$ cat src/rtl/mmu_8722_regs_pkg.sv
// Shared constants, register indexes and CR field decoding for the C128 MMU register block.
package mmu_pkg;

    // Version register contents and page-pointer reset values
    localparam logic [7:0]  ID_VERSION    = 8'h20;
    localparam logic [15:0] P0_RESET      = 16'h0000;
    localparam logic [15:0] P1_RESET      = 16'h0001;
    localparam logic [7:0]  HOLD_RESET    = 8'h00;

    // Reset values of the configuration registers
    localparam logic [7:0]  CR_RESET      = 8'h00;
    localparam logic [7:0]  PCR_RESET     = 8'h00;
    localparam logic [7:0]  MCR_RESET     = 8'h00;
    localparam logic [7:0]  RCR_RESET     = 8'h00;
    localparam logic [7:0]  DOUT_RESET    = 8'h00;

    // MCR bits 3:2 are not stored and always read back as 1
    localparam logic [7:0]  MCR_RO_MASK   = 8'h0C;

    // Value returned for the unused I/O indexes 12..15
    localparam logic [7:0]  UNMAPPED_READ = 8'hFF;

    // I/O window register indexes ($D500 + idx)
    localparam logic [3:0]  IDX_CR   = 4'd0;
    localparam logic [3:0]  IDX_PCRA = 4'd1;
    localparam logic [3:0]  IDX_PCRB = 4'd2;
    localparam logic [3:0]  IDX_PCRC = 4'd3;
    localparam logic [3:0]  IDX_PCRD = 4'd4;
    localparam logic [3:0]  IDX_MCR  = 4'd5;
    localparam logic [3:0]  IDX_RCR  = 4'd6;
    localparam logic [3:0]  IDX_P0L  = 4'd7;
    localparam logic [3:0]  IDX_P0H  = 4'd8;
    localparam logic [3:0]  IDX_P1L  = 4'd9;
    localparam logic [3:0]  IDX_P1H  = 4'd10;
    localparam logic [3:0]  IDX_VR   = 4'd11;

    // $FF00 window indexes
    localparam logic [3:0]  FF_CR    = 4'd0;
    localparam logic [3:0]  FF_LCRA  = 4'd1;
    localparam logic [3:0]  FF_LCRB  = 4'd2;
    localparam logic [3:0]  FF_LCRC  = 4'd3;
    localparam logic [3:0]  FF_LCRD  = 4'd4;

    typedef struct packed {
        logic [1:0] ram_bank;
        logic [3:0] ms;
        logic       io_sel;
    } cr_fields_t;

    // Split CR into the fields the PLA and address translation consume
    function automatic cr_fields_t decode_cr(input logic [7:0] cr_val);
        cr_fields_t f;
        f.ram_bank = cr_val[7:6];
        f.ms       = {cr_val[5:4], cr_val[3:2]};
        f.io_sel   = ~cr_val[0];
        return f;
    endfunction

endpackage

$ cat src/rtl/mmu_8722_regs_page_ptr.sv
// One page pointer: high byte is staged in a hold register and the full
// 16-bit pointer is committed only when the low byte is written.
module mmu_page_ptr
    import mmu_pkg::*;
#(
    parameter logic [15:0] RESET_VAL = 16'h0000
) (
    input  logic        clk,
    input  logic        rst,
    input  logic        wr_hi,
    input  logic        wr_lo,
    input  logic [7:0]  din,
    output logic [15:0] ptr
);

    logic [7:0]  hold_r;
    logic [15:0] ptr_r;

    // Stage the high byte; it is not visible until the low byte commits
    always_ff @(posedge clk or posedge rst) begin
        if (rst) begin
            hold_r <= HOLD_RESET;
        end else if (wr_hi) begin
            hold_r <= din;
        end else begin
            hold_r <= hold_r;
        end
    end

    // Commit {hold, low} in a single edge so the pointer never shows a mixed value
    always_ff @(posedge clk or posedge rst) begin
        if (rst) begin
            ptr_r <= RESET_VAL;
        end else if (wr_lo) begin
            ptr_r <= {hold_r, din};
        end else begin
            ptr_r <= ptr_r;
        end
    end

    assign ptr = ptr_r;

endmodule

$ cat src/rtl/mmu_8722_regs.sv
// C128 MMU register file: address decode, CR/PCR/MCR/RCR storage,
// registered read port and configuration-change pulse.
module mmu_8722_regs
    import mmu_pkg::*;
(
    input  logic        clk,
    input  logic        rst,
    input  logic        cs_io,
    input  logic        cs_ff,
    input  logic [3:0]  addr,
    input  logic        rd_stb,
    input  logic        wr_stb,
    input  logic [7:0]  din,
    output logic [7:0]  dout,
    output logic        dout_en,
    output logic [7:0]  cr,
    output logic [3:0]  ms,
    output logic        io_sel,
    output logic        z80en,
    output logic        c64_mode,
    output logic [1:0]  ram_bank,
    output logic [7:0]  rcr,
    output logic [15:0] p0,
    output logic [15:0] p1,
    output logic        cfg_chg
);

    logic [7:0]       cr_r;
    logic [3:0][7:0]  pcr_r;
    logic [7:0]       mcr_r;
    logic [7:0]       rcr_r;
    logic [7:0]       dout_r;
    logic             dout_en_r;
    logic             cfg_chg_r;

    logic             hit_s;
    logic             wr_cr_s;
    logic [7:0]       cr_wdata_s;
    logic [3:0]       wr_pcr_s;
    logic             wr_mcr_s;
    logic             wr_rcr_s;
    logic             wr_p0l_s;
    logic             wr_p0h_s;
    logic             wr_p1l_s;
    logic             wr_p1h_s;
    logic [7:0]       rd_data_s;
    logic             rd_acc_s;
    logic [15:0]      p0_s;
    logic [15:0]      p1_s;
    cr_fields_t       cr_f_s;

    // Decode the access: $FF00 window has priority over the $D500 window
    always_comb begin
        hit_s      = 1'b0;
        wr_cr_s    = 1'b0;
        cr_wdata_s = din;
        wr_pcr_s   = 4'b0000;
        wr_mcr_s   = 1'b0;
        wr_rcr_s   = 1'b0;
        wr_p0l_s   = 1'b0;
        wr_p0h_s   = 1'b0;
        wr_p1l_s   = 1'b0;
        wr_p1h_s   = 1'b0;
        rd_data_s  = UNMAPPED_READ;
        if (cs_ff) begin
            case (addr)
                FF_CR: begin
                    hit_s     = 1'b1;
                    wr_cr_s   = wr_stb;
                    rd_data_s = cr_r;
                end
                FF_LCRA: begin
                    hit_s      = 1'b1;
                    wr_cr_s    = wr_stb;
                    cr_wdata_s = pcr_r[0];
                    rd_data_s  = pcr_r[0];
                end
                FF_LCRB: begin
                    hit_s      = 1'b1;
                    wr_cr_s    = wr_stb;
                    cr_wdata_s = pcr_r[1];
                    rd_data_s  = pcr_r[1];
                end
                FF_LCRC: begin
                    hit_s      = 1'b1;
                    wr_cr_s    = wr_stb;
                    cr_wdata_s = pcr_r[2];
                    rd_data_s  = pcr_r[2];
                end
                FF_LCRD: begin
                    hit_s      = 1'b1;
                    wr_cr_s    = wr_stb;
                    cr_wdata_s = pcr_r[3];
                    rd_data_s  = pcr_r[3];
                end
                default: begin
                    hit_s = 1'b0;
                end
            endcase
        end else if (cs_io) begin
            hit_s = 1'b1;
            case (addr)
                IDX_CR:   begin wr_cr_s     = wr_stb; rd_data_s = cr_r;     end
                IDX_PCRA: begin wr_pcr_s[0] = wr_stb; rd_data_s = pcr_r[0]; end
                IDX_PCRB: begin wr_pcr_s[1] = wr_stb; rd_data_s = pcr_r[1]; end
                IDX_PCRC: begin wr_pcr_s[2] = wr_stb; rd_data_s = pcr_r[2]; end
                IDX_PCRD: begin wr_pcr_s[3] = wr_stb; rd_data_s = pcr_r[3]; end
                IDX_MCR:  begin wr_mcr_s    = wr_stb; rd_data_s = mcr_r | MCR_RO_MASK; end
                IDX_RCR:  begin wr_rcr_s    = wr_stb; rd_data_s = rcr_r;    end
                IDX_P0L:  begin wr_p0l_s    = wr_stb; rd_data_s = p0_s[7:0];  end
                IDX_P0H:  begin wr_p0h_s    = wr_stb; rd_data_s = p0_s[15:8]; end
                IDX_P1L:  begin wr_p1l_s    = wr_stb; rd_data_s = p1_s[7:0];  end
                IDX_P1H:  begin wr_p1h_s    = wr_stb; rd_data_s = p1_s[15:8]; end
                IDX_VR:   begin rd_data_s   = ID_VERSION; end
                default:  begin rd_data_s   = UNMAPPED_READ; end
            endcase
        end else begin
            hit_s = 1'b0;
        end
    end

    // A read is only accepted when no write shares the cycle
    assign rd_acc_s = hit_s & rd_stb & ~wr_stb;

    // CR load and change detection; the pulse lands in the cycle after the edge
    always_ff @(posedge clk or posedge rst) begin
        if (rst) begin
            cr_r      <= CR_RESET;
            cfg_chg_r <= 1'b0;
        end else if (wr_cr_s) begin
            cr_r      <= cr_wdata_s;
            cfg_chg_r <= (cr_wdata_s != cr_r);
        end else begin
            cr_r      <= cr_r;
            cfg_chg_r <= 1'b0;
        end
    end

    // Preconfiguration, mode and RAM configuration registers
    always_ff @(posedge clk or posedge rst) begin
        if (rst) begin
            pcr_r <= {4{PCR_RESET}};
            mcr_r <= MCR_RESET;
            rcr_r <= RCR_RESET;
        end else begin
            for (int k = 0; k < 4; k++) begin
                if (wr_pcr_s[k]) begin
                    pcr_r[k] <= din;
                end else begin
                    pcr_r[k] <= pcr_r[k];
                end
            end
            if (wr_mcr_s) begin
                mcr_r <= din & ~MCR_RO_MASK;
            end else begin
                mcr_r <= mcr_r;
            end
            if (wr_rcr_s) begin
                rcr_r <= din;
            end else begin
                rcr_r <= rcr_r;
            end
        end
    end

    // Registered read port: data and valid one cycle after the strobe
    always_ff @(posedge clk or posedge rst) begin
        if (rst) begin
            dout_r    <= DOUT_RESET;
            dout_en_r <= 1'b0;
        end else if (rd_acc_s) begin
            dout_r    <= rd_data_s;
            dout_en_r <= 1'b1;
        end else begin
            dout_r    <= dout_r;
            dout_en_r <= 1'b0;
        end
    end

    mmu_page_ptr #(.RESET_VAL(P0_RESET)) u_p0 (
        .clk   (clk),
        .rst   (rst),
        .wr_hi (wr_p0h_s),
        .wr_lo (wr_p0l_s),
        .din   (din),
        .ptr   (p0_s)
    );

    mmu_page_ptr #(.RESET_VAL(P1_RESET)) u_p1 (
        .clk   (clk),
        .rst   (rst),
        .wr_hi (wr_p1h_s),
        .wr_lo (wr_p1l_s),
        .din   (din),
        .ptr   (p1_s)
    );

    assign cr_f_s   = decode_cr(cr_r);
    assign cr       = cr_r;
    assign ms       = cr_f_s.ms;
    assign io_sel   = cr_f_s.io_sel;
    assign ram_bank = cr_f_s.ram_bank;
    assign z80en    = ~mcr_r[0];
    assign c64_mode = mcr_r[6];
    assign rcr      = rcr_r;
    assign p0       = p0_s;
    assign p1       = p1_s;
    assign dout     = dout_r;
    assign dout_en  = dout_en_r;
    assign cfg_chg  = cfg_chg_r;

endmodule

$ cat config.mk
export PLATFORM = sky130hd
export DESIGN_NAME = mmu_8722_regs
export DESIGN_NICKNAME = d
export VERILOG_FILES = /design/src/rtl/mmu_8722_regs_pkg.sv /design/src/rtl/mmu_8722_regs_page_ptr.sv /design/src/rtl/mmu_8722_regs.sv
export SDC_FILE = /design/constraint.sdc
export NUM_CORES = 1
export LEC_CHECK = 0
export ABC_AREA = 1
export BUFFER_PORTS_ARGS = -buffer_cell sky130_fd_sc_hd__buf_4
export CORE_ASPECT_RATIO = 0.6
export CORE_MARGIN = 3
export CORE_UTILIZATION = 35
export CTS_BUF_LIST = sky130_fd_sc_hd__clkbuf_4
export CTS_CLUSTER_SIZE = 40
export DETAILED_ROUTE_END_ITERATION = 8
export MAX_ROUTING_LAYER = met4
export PLACE_DENSITY = 0.64
export SLEW_MARGIN = 20
export SYNTH_ARGS = -nofsm -noshare
export SYNTH_HDL_FRONTEND = slang
export SYNTH_SLANG_ARGS = --single-unit
$ cat constraint.sdc
create_clock -name clk -period 5.38 [get_ports clk]
set_input_delay 1.076 -clock clk [delete_from_list [all_inputs] [get_ports clk]]
set_output_delay 1.076 -clock clk [all_outputs]
set_load 0.05 [all_outputs]
==> results of run 1 <==
## power by group through the flow
stage	registers (mW)	logic, mW	clock network, mW
6_report	1.05	0.648	0.468
3_3_place_gp	1.06	0.643	0
3_5_place_dp	1.07	0.650	0
5_1_grt	1.07	0.695	0.514
4_1_cts	1.05	0.651	0.479
2_1_floorplan	1.27	0.229	0
## kinds of logic after synthesis
logic type / Yosys count / synth area share (%)
and+or+nand+nor: 300 / 23.9
AOI/OAI and AO/OA: 143 / 14.2
DFF: 112 / 53.5
buffers and inverters: 83 / 6.85
muxes: 7 / 1.50
## worst min-delay path: stages (launching register included)
cell and delay, ps:
dfrtp_1 370, nand2_1 50, o21ai_0 60
## layout by cell type, fill, tap and decap left out
cell,count
inv_8,3
nand3_2,2
nand2_4,1
nor2_4,1
a31oi_1,4
inv_1,43
dfrtp_1,111
nand2_2,2
nand4_1,2
inv_6,1
nand2_1,197
a21oi_1,35
nor3b_1,1
dfstp_2,1
nand3b_1,1
clkinv_8,1
inv_4,1
o211ai_1,1
nand3_1,55
nor2_1,33
inv_2,3
clkbuf_4,9
bufinv_16,1
o21ai_0,92
o31ai_1,4
a211oi_1,5
clkinv_2,2
buf_4,85
nor2_2,5
clkinv_1,3
o21ai_1,2
mux2_2,7
## area by class of cell
class / count / area, um2
Fill cell: 1407 / 8010
Clock inverter: 7 / 93.8
Sequential cell: 112 / 2800
Inverter: 51 / 195
Clock buffer: 9 / 67.6
Tap cell: 192 / 240
Timing Repair Buffer: 85 / 638
Multi-Input combinational cell: 450 / 2080
## worst paths after layout
kind / start / to / slack, ps / cells after the start
hold reg to reg: pcr_r[4]$_DFFE_PP0P_ / pcr_r[4]$_DFFE_PP0P_ / 510 / 2
min in group asynchronous: rst / pcr_r[7]$_DFFE_PP0P_ / 790 / 2
setup reg to reg: u_p1.ptr[14]$_DFFE_PP0P_ / dout[6]$_DFFE_PP0P_ / 3860 / 4
max in group asynchronous: rst / u_p1.ptr[0]$_DFFE_PP1P_ / 3570 / 3
setup / recovery: addr[2] / cfg_chg$_DFF_PP0_ / 2610 / 13
hold / removal: pcr_r[4]$_DFFE_PP0P_ / pcr_r[4]$_DFFE_PP0P_ / 510 / 2
## registers in the layout, summed over array words and instances, names as in the netlist
register,count
rcr,8
dout_en,1
dout,8
mcr_r,6
pcr_r,32
u_p0.hold_r,8
cr,8
u_p1.hold_r,8
cfg_chg,1
u_p1.ptr,16
u_p0.ptr,16
## metrics by stage
step	setup WS, ps	instances	cell area [um2]
after global routing	2440	906	6120
after global placement	2160	890	5950
final	2610	906	6120
after floorplan	1350	645	5240
after CTS	2670	906	6120
after detailed placement	2110	890	5950
## per-layer routing
metal | vias to the layer above | GRT usage (%) | routed length (um)
met3 | 20 | 5.62 | 1490
li1 | 2234 | - | -
met5 | - | - | 0
met4 | 0 | 3.05 | 150
met1 | 2235 | 28.9 | 7410
met2 | 195 | 28.5 | 6620
==> summary.log, run 1 <==
qor: timing.min_period 2770 ps
qor: routing.detailedRoute.firstPassIterationCount 6
qor: cells_and_area.antenna-diode-count 0
qor: cells_and_area.final_nets 727
qor: floorplan.dieWidth 164 um
qor: pwr.clock_power_share 21.6%
qor: grt.globalRoute.totalOverflow 0
qor: timing.slew-limit-headroom 33.7%
qor: routing.initialDrtViolationCount 530
qor: placement.io_buffer_count 84
qor: setup_path.critPathSlowestCell nor2_2
qor: clock_network.cts-resized-gates 0
qor: cells_and_area.flow.area_growth_from_synthesis 16.7%
qor: timing.fmax 361 MHz
qor: synthesis.ys_top_cells_by_count nand2_1 (197), dfrtp_1 (111), o21ai_0 (92)
qor: pwr.switching_share 40.3%
qor: synthesis.synthesis.instances 645
qor: timing.hold_viol 0
qor: timing.layout_worst_path_cycle_share 51.5%
qor: grt.antenna_found_initial 0
qor: floorplan.core_area 0.0141 mm2
qor: synthesis.yosysWarningCount 0
qor: clock_network.postCtsHoldBufs 0
qor: clock_network.insertion_delay 500 ps
qor: routing.dr_total_vias 4684
qor: routing.routed_wire_length_per_instance 17.3 um
qor: routing.vias_per_cell 5.17
qor: placement.gp_routability_congestion 0.906
qor: setup_path.path_class in2reg
qor: pwr.power.static_leakage 3.08 nW
qor: pwr.share_seq_of_total_power 48.6%
qor: routing.routed_wl 15.7 mm
qor: timing.setup_total_negative_slack 0 ps
qor: floorplan.boundaryPins 85
qor: setup_path.worst_path_dominant_cell_family simple AND/OR/NAND/NOR gates
qor: setup_path.critPathMaxStageDelay 760 ps
qor: setup_path.path_cells buf_4 -> nor2_2 -> nand2_1 -> nand2_2 -> nand2_4 -> clkinv_2 -> nand3_1 -> nand3_1 -> nand2_1 -> nor2_1 -> nand2_1 -> nor2_1 -> nor2_1
qor: synthesis.postSynthRegisterBits 112
qor: setup_path.startpoint_type input port
qor: timing.hold_slack 506 ps
qor: routing.antenna_left 0
qor: synthesis.synth.yosys.seq_area_share 53.5%
qor: synthesis.post_synth_main_area_contributors dfrtp_1 (53%), nand2_1 (14%), o21ai_0 (8.8%), nand3_1 (5.3%), a21oi_1 (3.3%)
qor: clock_network.clkTransAtPathRegs 190 ps
qor: synthesis.async_flop_share 100%
qor: synthesis.synthDistinctLibCells 29
qor: floorplan.dieHeight 101 um
qor: pwr.power.total 2.17 mW
qor: clock_network.cts_sinks 112
qor: timing.clock_skew 33.0 ps
qor: grt.first_pass_grt_wire_length 24.5 mm
qor: worst_hold_path.hp-class reg2reg
qor: timing.rsz0062_at_grt false
qor: grt.grt_pass1_vias 4402
qor: run.max_cap_violations 0
qor: timing.final_max_slew_viol_count 0
qor: setup_path.critPathArrivalTime 3160 ps
qor: routing.drcViolationCount 0
qor: setup_path.worst-path-max-fanout 26
qor: synthesis.count_of_flip_flops_with_a_built_in_enable_after_synthesis 0
qor: cells_and_area.drive_gt1_share 17.5%
qor: grt.track_usage 20.0%
qor: synthesis.area_of_the_mapped_netlist 0.00524 mm2
qor: pwr.comb_power_share 29.9%
qor: pwr.power.net_switching 875 uW
qor: timing.worst_pin_slew 993 ps
qor: clock_network.clock-root-buffer clkbuf_4
qor: floorplan.num_rows 33
qor: pwr.p_per_area 355 mW/mm2
qor: clock_network.cts_htree_levels 3
qor: setup_path.cp.required 5770 ps
qor: grt.grt_max_degree 79
qor: synthesis.synth-main-ff-cell dfrtp_1
qor: setup_path.path_buf_inv 2
qor: synthesis.synth.largest_area_cell dfrtp_1
qor: setup_path.worst_setup_path_end_kind flop
qor: floorplan.fp.dieArea 0.0165 mm2
qor: clock_network.tritoncts yes
qor: pwr.vdd_drop_max 0.157 mV
qor: clock_network.clock_tree.buffer_depth 2
qor: synthesis.syn_nets 663
qor: pwr.cell_internal_power 1.30 mW
qor: floorplan.floorplan.initialDensity 37.1%
qor: synthesis.synth_top_area_share 53.0%
qor: timing.setup_viol 0
qor: clock_network.post_cts.repair.setup_buffers 0
qor: placement.dp.final_hpwl 11.4 mm
qor: synthesis.syn-mean-instance-area 8.12 um2
qor: synthesis.synthMostInstantiatedCell nand2_1
qor: clock_network.cts-buffers-inserted 9
qor: cells_and_area.final_core_util 43.3%
qor: status.status complete, no violations
Power figures use the tool's default switching activity.
==> inputs of run 2 (changes only) <==
clock period = 2.7 ns   (was 5.38 ns; I/O delays follow)
==> run 2 against run 1 <==
Effect of this change:
- worst hold slack got worse by 470 ps
- clock power increased by 95%
- combinational power increased by 100%
- clock skew increased by 1.6 ps
- sequential cell count unchanged
- via count increased by 2.1%
- final area increased by 1.9%
- register-to-register slack got worse by 2700 ps
- critical endpoint is now p1[0]
==> summary.log, run 2 (synthesis results as in run 1) <==
qor: clock_network.postCtsHoldBufs 0
qor: clock_network.cts_sinks 112
qor: pwr.clock_power_share 21.1%
qor: timing.fmax 543 MHz
qor: setup_path.path_class reg2out
qor: setup_path.cp.required 2160 ps
qor: timing.final_max_slew_viol_count 0
qor: clock_network.clock-root-buffer clkbuf_4
qor: grt.globalRoute.totalOverflow 0
qor: worst_hold_path.hp-class in2async
qor: pwr.comb_power_share 30.1%
qor: timing.worst_pin_slew 612 ps
qor: timing.min_period 1840 ps
qor: clock_network.tritoncts yes
qor: placement.io_buffer_count 84
qor: timing.hold_viol 0
qor: setup_path.critPathSlowestCell dfstp_2
qor: floorplan.dieWidth 164 um
qor: placement.post-place-cells 904
qor: routing.antenna_left 0
qor: cells_and_area.final_core_util 44.1%
qor: timing.slew-limit-headroom 59.1%
qor: floorplan.num_rows 33
qor: cells_and_area.antenna-diode-count 0
qor: grt.grt_pass1_vias 4589
qor: floorplan.core_area 0.0141 mm2
qor: setup_path.worst_path_dominant_cell_family flip-flops
qor: placement.placed_cell_area 0.00607 mm2
qor: clock_network.cts-resized-gates 0
qor: clock_network.post_cts.repair.setup_buffers 0
qor: floorplan.dieHeight 101 um
qor: routing.drcViolationCount 0
qor: setup_path.path_cells buf_4
qor: setup_path.worst_setup_path_end_kind output port
qor: cells_and_area.design_area 0.00623 mm2
qor: routing.vias_per_cell 5.20
qor: pwr.p_per_area 695 mW/mm2
qor: placement.gp_routability_congestion 0.907
qor: clock_network.cts_htree_levels 3
qor: timing.layout_worst_path_cycle_share 68.2%
qor: timing.setup_total_negative_slack 0 ps
qor: routing.routed_wl 16.0 mm
qor: cells_and_area.largest_register_ff_count 32
qor: cells_and_area.final_nets 741
qor: setup_path.startpoint_type flop
qor: cells_and_area.finish.cell_count_without_fillers 920
qor: cells_and_area.most_common_cell_after_layout_fill_and_taps_aside nand2_1
qor: floorplan.boundaryPins 85
qor: status.status complete, no violations
qor: pwr.switching_share 41.7%
qor: cells_and_area.drive_gt1_share 19.1%
qor: grt.grt_max_degree 88
qor: clock_network.clock_tree.buffer_depth 2
qor: routing.routed_wire_length_per_instance 17.4 um
qor: pwr.vdd_drop_max 0.429 mV
qor: pwr.cell_internal_power 2.52 mW
qor: timing.hold_slack 32.5 ps
qor: clock_network.insertion_delay 500 ps
qor: routing.initialDrtViolationCount 482
qor: pwr.power.static_leakage 3.14 nW
qor: routing.detailedRoute.firstPassIterationCount 5
qor: placement.dp.final_hpwl 11.9 mm
qor: grt.first_pass_grt_wire_length 25.4 mm
qor: run.max_cap_violations 0
qor: cells_and_area.largest-register pcr_r
qor: floorplan.floorplan.initialDensity 37.1%
qor: setup_path.critPathArrivalTime 1300 ps
qor: grt.antenna_found_initial 1
qor: clock_network.clkTransAtPathRegs 210 ps
qor: cells_and_area.most-common-layout-cells nand2_1 (197), dfrtp_1 (111), buf_4 (98), o21ai_0 (92), nand3_1 (55)
qor: pwr.power.net_switching 1.80 mW
qor: timing.clock_skew 34.6 ps
qor: grt.track_usage 20.7%
qor: floorplan.fp.dieArea 0.0165 mm2
qor: cells_and_area.flow.area_growth_from_synthesis 18.9%
qor: setup_path.worst-path-max-fanout 3
qor: timing.rsz0062_at_grt false
qor: setup_path.critPathMaxStageDelay 600 ps
qor: timing.setup_viol 0
qor: setup_path.path_buf_inv 1
qor: pwr.share_seq_of_total_power 48.7%
qor: clock_network.cts-buffers-inserted 9
qor: routing.dr_total_vias 4783
run 2: layout make-up:
| cell class | instances | area [um2] |
|---|---|---|
| clock buffers | 9 | 67.6 |
| clock inverters | 7 | 90.1 |
| fillers | 1433 | 7890 |
| inverters | 51 | 196 |
| multi-input cells | 450 | 2080 |
| flip-flops and latches | 112 | 2800 |
| well taps | 192 | 240 |
| repair buffers | 99 | 756 |
run 2: layer usage:
metal	vias to the layer above	GRT usage, %	routed length (um)
li1	2264	-	-
met1	2329	29.6	7680
met2	178	29.1	6750
met3	12	6.73	1480
met4	0	3.44	121
met5	-	-	0
run 2: final timing paths:
check,from,end,slack [ps],cells after the start
worst max-delay path,u_p1.ptr[0]$_DFFE_PP1P_,p1[0],860,1
worst max register to register,u_p0.ptr[14]$_DFFE_PP0P_,dout[6]$_DFFE_PP0P_,1200,4
worst min register to register,pcr_r[31]$_DFFE_PP0P_,pcr_r[31]$_DFFE_PP0P_,510,2
min in group clk,din[6],cr[6]$_DFFE_PP0P_,470,5
max in group asynchronous,rst,pcr_r[9]$_DFFE_PP0P_,1810,4
worst min-delay path,rst,cr[2]$_DFFE_PP0P_,30,2
run 2: power groups by stage:
stage,logic [mW],registers (mW),clock network [mW]
2_1_floorplan,0.457,2.53,0
3_3_place_gp,1.30,2.13,0
3_5_place_dp,1.31,2.13,0
4_1_cts,1.31,2.10,0.940
5_1_grt,1.41,2.14,1.00
6_report,1.30,2.11,0.914
run 2: stage by stage:
step / setup slack, ps / power [mW]
global placement: 544 / 3.42
global route: 782 / 4.55
detailed placement: 512 / 3.45
floorplan: 803 / 2.99
finish: 858 / 4.33
CTS: 820 / 4.36
==> inputs of run 3 (changes only) <==
PLACE_DENSITY = 0.66   (was 0.64)
clock period = 1.62 ns   (was 2.7 ns; I/O delays follow)
==> run 3 against run 2 <==
Effect of this change:
- global-route usage about the same
- sequential power up 66%
- non-clock buffer count up 49
- power up 69%
- sequential cell count unchanged
- die area unchanged
- highest routed layer unchanged
- register-to-register slack worse by 1100 ps
- sequential share of layout area down 3.0 points
- worst hold slack better by 200 ps
- cell count up 5.4%
==> summary.log, run 3 (synthesis results as in run 1) <==
qor: routing.routed_wl 16.3 mm
qor: setup_path.worst-path-max-fanout 3
qor: setup_path.rr_worst_depth 10
qor: clock_network.cts-buffers-inserted 9
qor: worst_hold_path.whs_path_depth 5
qor: placement.placed_cell_area 0.00650 mm2
qor: clock_network.clkTransAtPathRegs 190 ps
qor: setup_path.critPathArrivalTime 1230 ps
qor: worst_hold_path.hold_path_startpoint din[4]
qor: setup_path.path_cells buf_6
qor: clock_network.clock-root-buffer clkbuf_4
qor: floorplan.dieWidth 164 um
qor: setup_path.path_buf_inv 1
qor: setup_path.critPathSlowestCell dfstp_2
qor: setup_path.cp.required 1300 ps
qor: setup_path.startpoint_type flop
qor: setup_path.worst_r2r_endpoint cfg_chg$_DFF_PP0_
qor: worst_hold_path.hp-class in2reg
qor: clock_network.tritoncts yes
qor: timing.rsz0062_at_grt false
qor: grt.first_pass_grt_wire_length 25.3 mm
qor: setup_path.critPathMaxStageDelay 600 ps
qor: worst_hold_path.whs_endpoint cr[4]$_DFFE_PP0P_
qor: cells_and_area.drive_gt1_share 24.1%
qor: timing.final.setup.worst_slack 64.6 ps
qor: pwr.vdd_drop_max 0.586 mV
qor: cells_and_area.largest-register pcr_r
qor: cells_and_area.largest_register_ff_count 32
qor: setup_path.worst_path_dominant_cell_family flip-flops
qor: timing.final_max_slew_viol_count 0
qor: cells_and_area.filler_cell_count 1411
qor: floorplan.dieHeight 101 um
qor: routing.vias_per_cell 5.06
qor: routing.drcViolationCount 0
qor: floorplan.floorplan.initialDensity 37.1%
qor: pwr.p_per_area 1090 mW/mm2
qor: placement.gp_routability_congestion 0.916
qor: floorplan.core_area 0.0141 mm2
qor: routing.routed_wire_length_per_instance 16.8 um
qor: routing.detailedRoute.firstPassIterationCount 6
qor: floorplan.num_rows 33
qor: timing.clock_skew 19.2 ps
qor: clock_network.cts_sinks 112
qor: grt.globalRoute.totalOverflow 0
qor: cells_and_area.most-common-layout-cells nand2_1 (197), buf_4 (139), dfrtp_1 (111), o21ai_0 (92), nand3_1 (55)
qor: timing.worst_pin_slew 507 ps
qor: grt.grt_pass1_vias 4464
qor: timing.setup_viol 0
qor: timing.hold_viol 0
qor: pwr.power.static_leakage 3.40 nW
qor: setup_path.path_class reg2out
qor: cells_and_area.multi_input_area 0.00208 mm2
qor: routing.antenna_left 0
qor: placement.place_ws -230 ps
qor: run.max_cap_violations 0
qor: clock_network.cts_htree_levels 3
qor: timing.slew-limit-headroom 66.1%
qor: timing.layout_worst_path_cycle_share 96.0%
qor: status.status complete, no violations
qor: clock_network.insertion_delay 480 ps
qor: floorplan.boundaryPins 85
qor: timing.min_period 1560 ps
qor: cells_and_area.final_nets 790
qor: clock_network.clock_tree.buffer_depth 2
qor: setup_path.crit-reg2reg-launch pcr_r[6]$_DFFE_PP0P_
qor: setup_path.ff2ff_setup_slack 140 ps
qor: placement.io_buffer_count 84
qor: setup_path.worst_setup_path_end_kind output port
qor: routing.dr_total_vias 4911
qor: cells_and_area.flow.area_growth_from_synthesis 27.5%
qor: cells_and_area.most_common_cell_after_layout_fill_and_taps_aside nand2_1
qor: grt.antenna_found_initial 1
qor: timing.fmax 643 MHz
qor: routing.initialDrtViolationCount 599
qor: placement.dp.final_hpwl 12.3 mm
qor: cells_and_area.regArea 0.00280 mm2
qor: grt.grt_max_degree 41
qor: grt.track_usage 20.7%
qor: floorplan.fp.dieArea 0.0165 mm2
qor: cells_and_area.design_area 0.00668 mm2
run 3: cell types whose count changed in the layout (fill, tap and decap cells not counted), moves of 2 or more:
cell,previous run,this run
buf_12,1,7
buf_4,98,139
clkinv_4,0,2
inv_12,2,0
run 3: worst reg2reg max path, cell delays in order (launching register included):
cell and delay [ps]:
dfrtp_1 440, nand3_1 100, nand2_1 130, nor2_1 190
nand2_1 110, nand3_1 90, nand2_1 50, nor2_1 90
nand2_1 60, nor2_1 100, nor2_1 50
run 3: per-layer routing:
layer,share of wire [%],track usage (%)
met4,1.0,3.51
met1,49,31.9
met5,0,-
met2,39,26.7
met3,10,6.20
run 3: repair_timing:
| action | 4_1_cts | 5_1_grt |
|---|---|---|
| setup endpoints to repair | 0 | 2 |
| hold endpoints to repair | 8 | 0 |
| setup buffers | 0 | 1 |
| hold buffers | 1 | 0 |
| gates resized for setup | 0 | 1 |
run 3: metrics by stage:
step                instances  power, mW  setup TNS [ps]  hold slack, ps  util [%]
finish                    970       7.30               0             235      47.3
global route              970       7.65               0             226      47.3
CTS                       968       7.32               0             219      47.2
detailed placement        951       5.83           -3270             327      46.0
global placement          951       5.80           -2420             327      46.0
floorplan                 645       4.98           -6730             449         -
run 3: power breakdown:
group          switching (mW)  internal (mW)
clock network            1.01          0.504
logic                    1.57          0.703
registers               0.331           3.18
run 3: worst max path at each step:
stage | startpoint | end | slack [ps] | depth (start not counted)
2_1_floorplan | rst | cfg_chg$_DFF_PP0_ | -60 | 1
3_3_place_gp | addr[1] | dout[4]$_DFFE_PP0P_ | -190 | 9
3_5_place_dp | addr[1] | dout[4]$_DFFE_PP0P_ | -230 | 9
4_1_cts | u_p1.ptr[0]$_DFFE_PP1P_ | p1[0] | 20 | 1
5_1_grt | u_p1.ptr[0]$_DFFE_PP1P_ | p1[0] | 6 | 1
6_report | u_p1.ptr[0]$_DFFE_PP1P_ | p1[0] | 60 | 1
run 3: cell type report:
type | count | share of cell area [%]
well taps | 192 | 3.60
diodes | 1 | 0.0375
clock buffers | 9 | 1.01
multi-input cells | 450 | 31.1
clock inverters | 7 | 1.29
inverters | 51 | 2.94
flip-flops and latches | 112 | 42.0
repair buffers | 148 | 18.0
